<file path="src/rtl/cu_sequencer.sv">
// Control-unit T-state sequencer: binary state counter with clear, one-hot jump
// load (encoded back to binary with a validity check) and increment with wrap.
module cu_sequencer #(
  parameter int N      = 6,
  parameter int states = 40
) (
  input  logic              clk,
  input  logic              rst,
  input  logic              clr,
  input  logic              load,
  input  logic [states-1:0] load_onehot,
  input  logic              inc,
  output logic [N-1:0]      counter_value,
  output logic              wrap,
  output logic              load_err
);

  localparam logic [N-1:0] LAST_STATE = N'(states - 1);

  logic [N-1:0] count_q, count_d;
  logic         wrap_q, wrap_d;
  logic         load_err_q, load_err_d;

  logic         hit_seen;
  logic         multi_hit;
  logic [N-1:0] hit_idx;
  logic         onehot_ok;

  // One-hot to binary encoder; a second set bit marks the target as invalid.
  always_comb begin
    // NOTE: every always_comb output gets a default first so no path leaves it
    // unassigned; otherwise synthesis infers a latch.
    hit_seen  = 1'b0;
    multi_hit = 1'b0;
    hit_idx   = '0;
    for (int i = 0; i < states; i++) begin
      if (load_onehot[i]) begin
        // NOTE: blocking assignments here are intentional, each loop iteration
        // must see the value written by the previous one.
        multi_hit = multi_hit | hit_seen;
        hit_seen  = 1'b1;
        hit_idx   = N'(i);
      end
    end
    onehot_ok = hit_seen & ~multi_hit;
  end

  // Command priority: clr > load > inc > hold. Pulses default low every cycle.
  always_comb begin
    count_d    = count_q;
    wrap_d     = 1'b0;
    load_err_d = 1'b0;
    if (clr) begin
      count_d = '0;
    end else if (load) begin
      if (onehot_ok) begin
        count_d = hit_idx;
      end else begin
        load_err_d = 1'b1;
      end
    end else if (inc) begin
      if (count_q == LAST_STATE) begin
        count_d = '0;
        wrap_d  = 1'b1;
      end else begin
        count_d = count_q + 1'b1;
      end
    end
  end

  // NOTE: sequential state uses non-blocking assignments only, so every
  // register samples the pre-edge values of the others.
  always_ff @(posedge clk or posedge rst) begin
    if (rst) begin
      count_q    <= '0;
      wrap_q     <= 1'b0;
      load_err_q <= 1'b0;
    end else begin
      count_q    <= count_d;
      wrap_q     <= wrap_d;
      load_err_q <= load_err_d;
    end
  end

  assign counter_value = count_q;
  assign wrap          = wrap_q;
  assign load_err      = load_err_q;

endmodule

</file>
<file path="config.mk">
export PLATFORM = sky130hd
export DESIGN_NAME = cu_sequencer
export DESIGN_NICKNAME = d
export VERILOG_FILES = /design/src/rtl/cu_sequencer.sv
export SDC_FILE = /design/constraint.sdc
export NUM_CORES = 1
export LEC_CHECK = 0
export CAP_MARGIN = 20
export CORE_MARGIN = 3
export CORE_UTILIZATION = 40
export DETAILED_ROUTE_END_ITERATION = 12
export PLACE_DENSITY = 0.83
export RECOVER_POWER = 100
export SLEW_MARGIN = 20
export SYNTH_ARGS = -nofsm -noshare
export SYNTH_HDL_FRONTEND = slang
export SYNTH_SLANG_ARGS = --single-unit
</file>
<file path="constraint.sdc">
create_clock -name clk -period 1.5 [get_ports clk]
set_input_delay 0.15 -clock clk [delete_from_list [all_inputs] [get_ports clk]]
set_output_delay 0.15 -clock clk [all_outputs]
set_load 0.01 [all_outputs]
</file>
==> summary by stage <==
Placed design
Input and output buffers added on the ports amount to 52. The pre-CTS setup slack is -1.49 ns. The cell area after placement is 0.00254 mm2. The estimated wirelength of the detail-placed design is 4690 um. Once placement completed, the tool counted placed cells totaling 366. Routability-driven placement finished with a final weighted congestion of 0.995.

Final layout
After the flow finishes, the layout carries non-filler instances totaling 390. The number of antenna cells inserted is 0. Of the cells placed in the final design, the portion with a size suffix greater than 1 is 0.480. Compared with the post-synthesis result, the final layout area differs by 104%. After the last flow step, the layout net total stands at 394. The post-layout instance area is 0.00283 mm2. The count of filler cells inserted in the layout is 134.

Clock tree
The later-pin clock latency in the skew report is 0.27 ns. The tree is rooted in a sky130_fd_sc_hd__clkbuf_4. The TritonCTS clock tree is built. The tree built by TritonCTS fans out to 8 sinks. The H-tree depth is 1.

The maximum clock insertion buffer count is 2. For this design, the CTS-stage hold fixing added 0 buffers. Buffers inserted during clock tree synthesis total 3. Clock-pin slew was measured on the worst setup and hold paths at 0.06 ns.

Detailed routing
The iteration count of the initial detailed-routing pass is 9. The detail route stage leaves a number of antenna-violating nets equal to 0. Using the TritonRoute via totals, the vias-per-cell ratio works out to 6.76. The DRC violation count after routing is 0. The per-cell routed wire length is 20.5 um. Summing over every cut layer, the via total after detailed routing is 2636. The routed design has 8000 um of wire.

The violation count after the first detailed-routing iteration is 575.

STA
The highest clock rate is 0.430 GHz. The number of endpoints failing setup at the final stage is 7. Dividing the final minimum period by the clock period gives 1.55. On the final layout, the worst hold slack is 0.262 ns. Setup repair after global routing could not meet its margin everywhere.

The final count of pins violating max slew is 0. For the finished layout, the period the worst path requires is 2.33 ns. The hold violation total from the final report was 0. Clock skew on the completed layout was measured at 0.0130 ns.

The worst relative slew slack is 0.692. For the pin with the worst max-slew slack, the measured transition is 0.456 ns. The worst setup slack after layout is -0.827 ns.

Synthesis
The main combinational cell family by area after synthesis is simple AND/OR/NAND/NOR gates. Of the total synthesized cell area, the portion taken by AND, OR, NAND and NOR gates is 0.429. The post-synthesis adder-cell area fraction is 0.0235. The fraction of synthesis flops using an asynchronous set or reset pin is 1.00. The number of nets handed over by synthesis was 243. The multiplexer area fraction after synthesis is 0.00812.

Counting every instance in the synthesized netlist gives 197. The average cell area after synthesis is 7.04 um2. The synthesized design contains 8 register bits. The synthesized-area fraction occupied by ao, oa, aoi and oai cells is 0.344. The cell area after technology mapping is 0.00139 mm2. The Yosys step of the flow raised 0 warnings. Of the total synthesized cell area, the portion taken by XOR and XNOR cells is 0.0126. The share of the Yosys chip area taken by registers is 0.144. The number of unique standard cell types used by synthesis is 50. The most used flip-flop cell after synthesis is sky130_fd_sc_hd__dfrtp_1.

The number of enable flip-flop cells after synthesis is 0.

Setup path
Measured in cells, the most critical reg-to-reg path has a length of 6. The worst setup path is captured at a register. The setup path with the least slack is of type in2reg.

The startpoint type of the worst setup path is an input pin. Data on the critical path is required at its endpoint by 1.65 ns. At the worst endpoint, the arrival time is 2.48 ns. In this run the worst path has a maximum fanout of 4.

Power and ir drop
The leakage dissipation is 0.00118 uW. Across the VDD grid, the largest voltage drop is 377 uV. Power spread over the standard cell area amounts to 364 mW/mm2.

Global routing
The total routing usage reported by global routing is 0.352. The total global routing overflow is 0. The global-route wire length before repair is 11600 um. The via count of the first global-routing pass is 2457. Entering global routing, the biggest net connects 13 pins. The initial antenna violation count was 0.

Floorplan
For this configuration, the core starts out at a cell density of 0.436. The core region is 0.00318 mm2. The floorplan die area is 0.00421 mm2. The I/O pin count is 53. The floorplan step set the die width to 64.9 um. The floorplan die height is 64.9 um. The floorplan has 20 rows.

Status
The checks that failed: setup timing. The run finished, with violations left.

Flow run
The tool flagged a number of max-cap violations equal to 0.

Min path
The class of the worst hold path is in2async.
placed cells by master, fill, tap and decap left out, drive strengths merged, types with 3 or more instances in the layout:
master         instances
a21oi                 20
nor4                  12
o31ai                  3
dfrtp                  8
or2                    3
buf                  114
nand4                  6
nor2                  23
o211ai                 3
clkdlybuf4s50         16
clkbuf                10
dlygate4sd3            3
nand2                 16
o21ai                 12
nor3                  18
a211oi                 6
nand3                  7
nand2b                 5
clkdlybuf4s15          7
a2111oi                4
inv                   10
cell usage after synthesis (all sizes together) (3+ instances only):
cell / n / area, um2
o21ai: 12 / 60.1
o31ai: 3 / 22.5
nand2b: 5 / 31.3
a211oi: 6 / 45.0
dfrtp: 8 / 200
nor3: 18 / 95.1
or2: 3 / 18.8
inv: 10 / 37.5
o211ai: 3 / 22.5
a2111oi: 4 / 53.8
clkbuf: 3 / 11.3
nand3: 7 / 35.0
nor4: 12 / 133
nor2: 23 / 86.3
nand4: 6 / 43.8
nand2: 16 / 60.1
a21oi: 20 / 100
critical path, cell delays in order:
cell and delay (ns):
sky130_fd_sc_hd__buf_2 0.13, sky130_fd_sc_hd__buf_4 0.15, sky130_fd_sc_hd__or2_2 0.32, sky130_fd_sc_hd__or3_4 0.41, sky130_fd_sc_hd__nor2_4 0.14, sky130_fd_sc_hd__a21oi_4 0.05, sky130_fd_sc_hd__a2111oi_4 0.41, sky130_fd_sc_hd__nand4_1 0.30
sky130_fd_sc_hd__a211oi_1 0.33, sky130_fd_sc_hd__nor3_1 0.07
cells by family after synthesis:
family          after synthesis
compound gates               67
xor+xnor                      2
fa+ha+maj                     3
buf+inv                      14
flops                         8
mux                           1
simple gates                102
metal layers:
| metal | GRT usage | vias up | share of wire |
|---|---|---|---|
| li1 | - | 1087 | - |
| met4 | 0.169 | 0 | 0.076 |
| met3 | 0.0832 | 101 | 0.14 |
| met2 | 0.587 | 285 | 0.43 |
| met5 | 0 | - | 0 |
| met1 | 0.422 | 1163 | 0.35 |
timing repair:
item,CTS,global route
gates resized for setup,134,25
endpoints found under the setup margin,7,8
pin swaps,28,8
buffers inserted,18,4
report_power, final:
group | leakage, uW | internal, uW | switching (uW)
clock network | 0.0000138 | 92.3 | 84.2
registers | 0.000107 | 229 | 10.6
logic | 0.00106 | 303 | 311
registers in the layout, summed over array words and instances (netlist names):
signal,flops
wrap,1
counter_value,6
load_err,1
worst paths after layout:
kind                                       start                to  slack, ns
max in group asynchronous                    rst          load_err       0.98
worst max register to register  counter_value[0]  counter_value[4]      -0.03
worst max-delay path             load_onehot[17]  counter_value[2]      -0.83
worst min-delay path                         rst  counter_value[2]       0.26
worst min register to register  counter_value[5]  counter_value[5]       0.62
min in group clk                 load_onehot[29]  counter_value[1]       0.59
through the flow:
stage               TNS (ns)  power, uW   util
floorplan              -4.20        400      -
global placement       -8.82        772  0.799
detailed placement     -9.69        787  0.799
CTS                    -4.13        964  0.868
global route           -5.55       1080  0.891
finish                 -5.11       1030  0.891
cell type report:
| cell class | instances | area, um2 | share of cell area |
|---|---|---|---|
| Timing Repair Buffer | 150 | 1170 | 0.413 |
| Inverter | 10 | 37.5 | 0.0133 |
| Tap cell | 44 | 55.1 | 0.0194 |
| Clock buffer | 3 | 22.5 | 0.00795 |
| Multi-Input combinational cell | 175 | 1350 | 0.476 |
| Sequential cell | 8 | 200 | 0.0707 |
(Power assumes the default switching activity.)
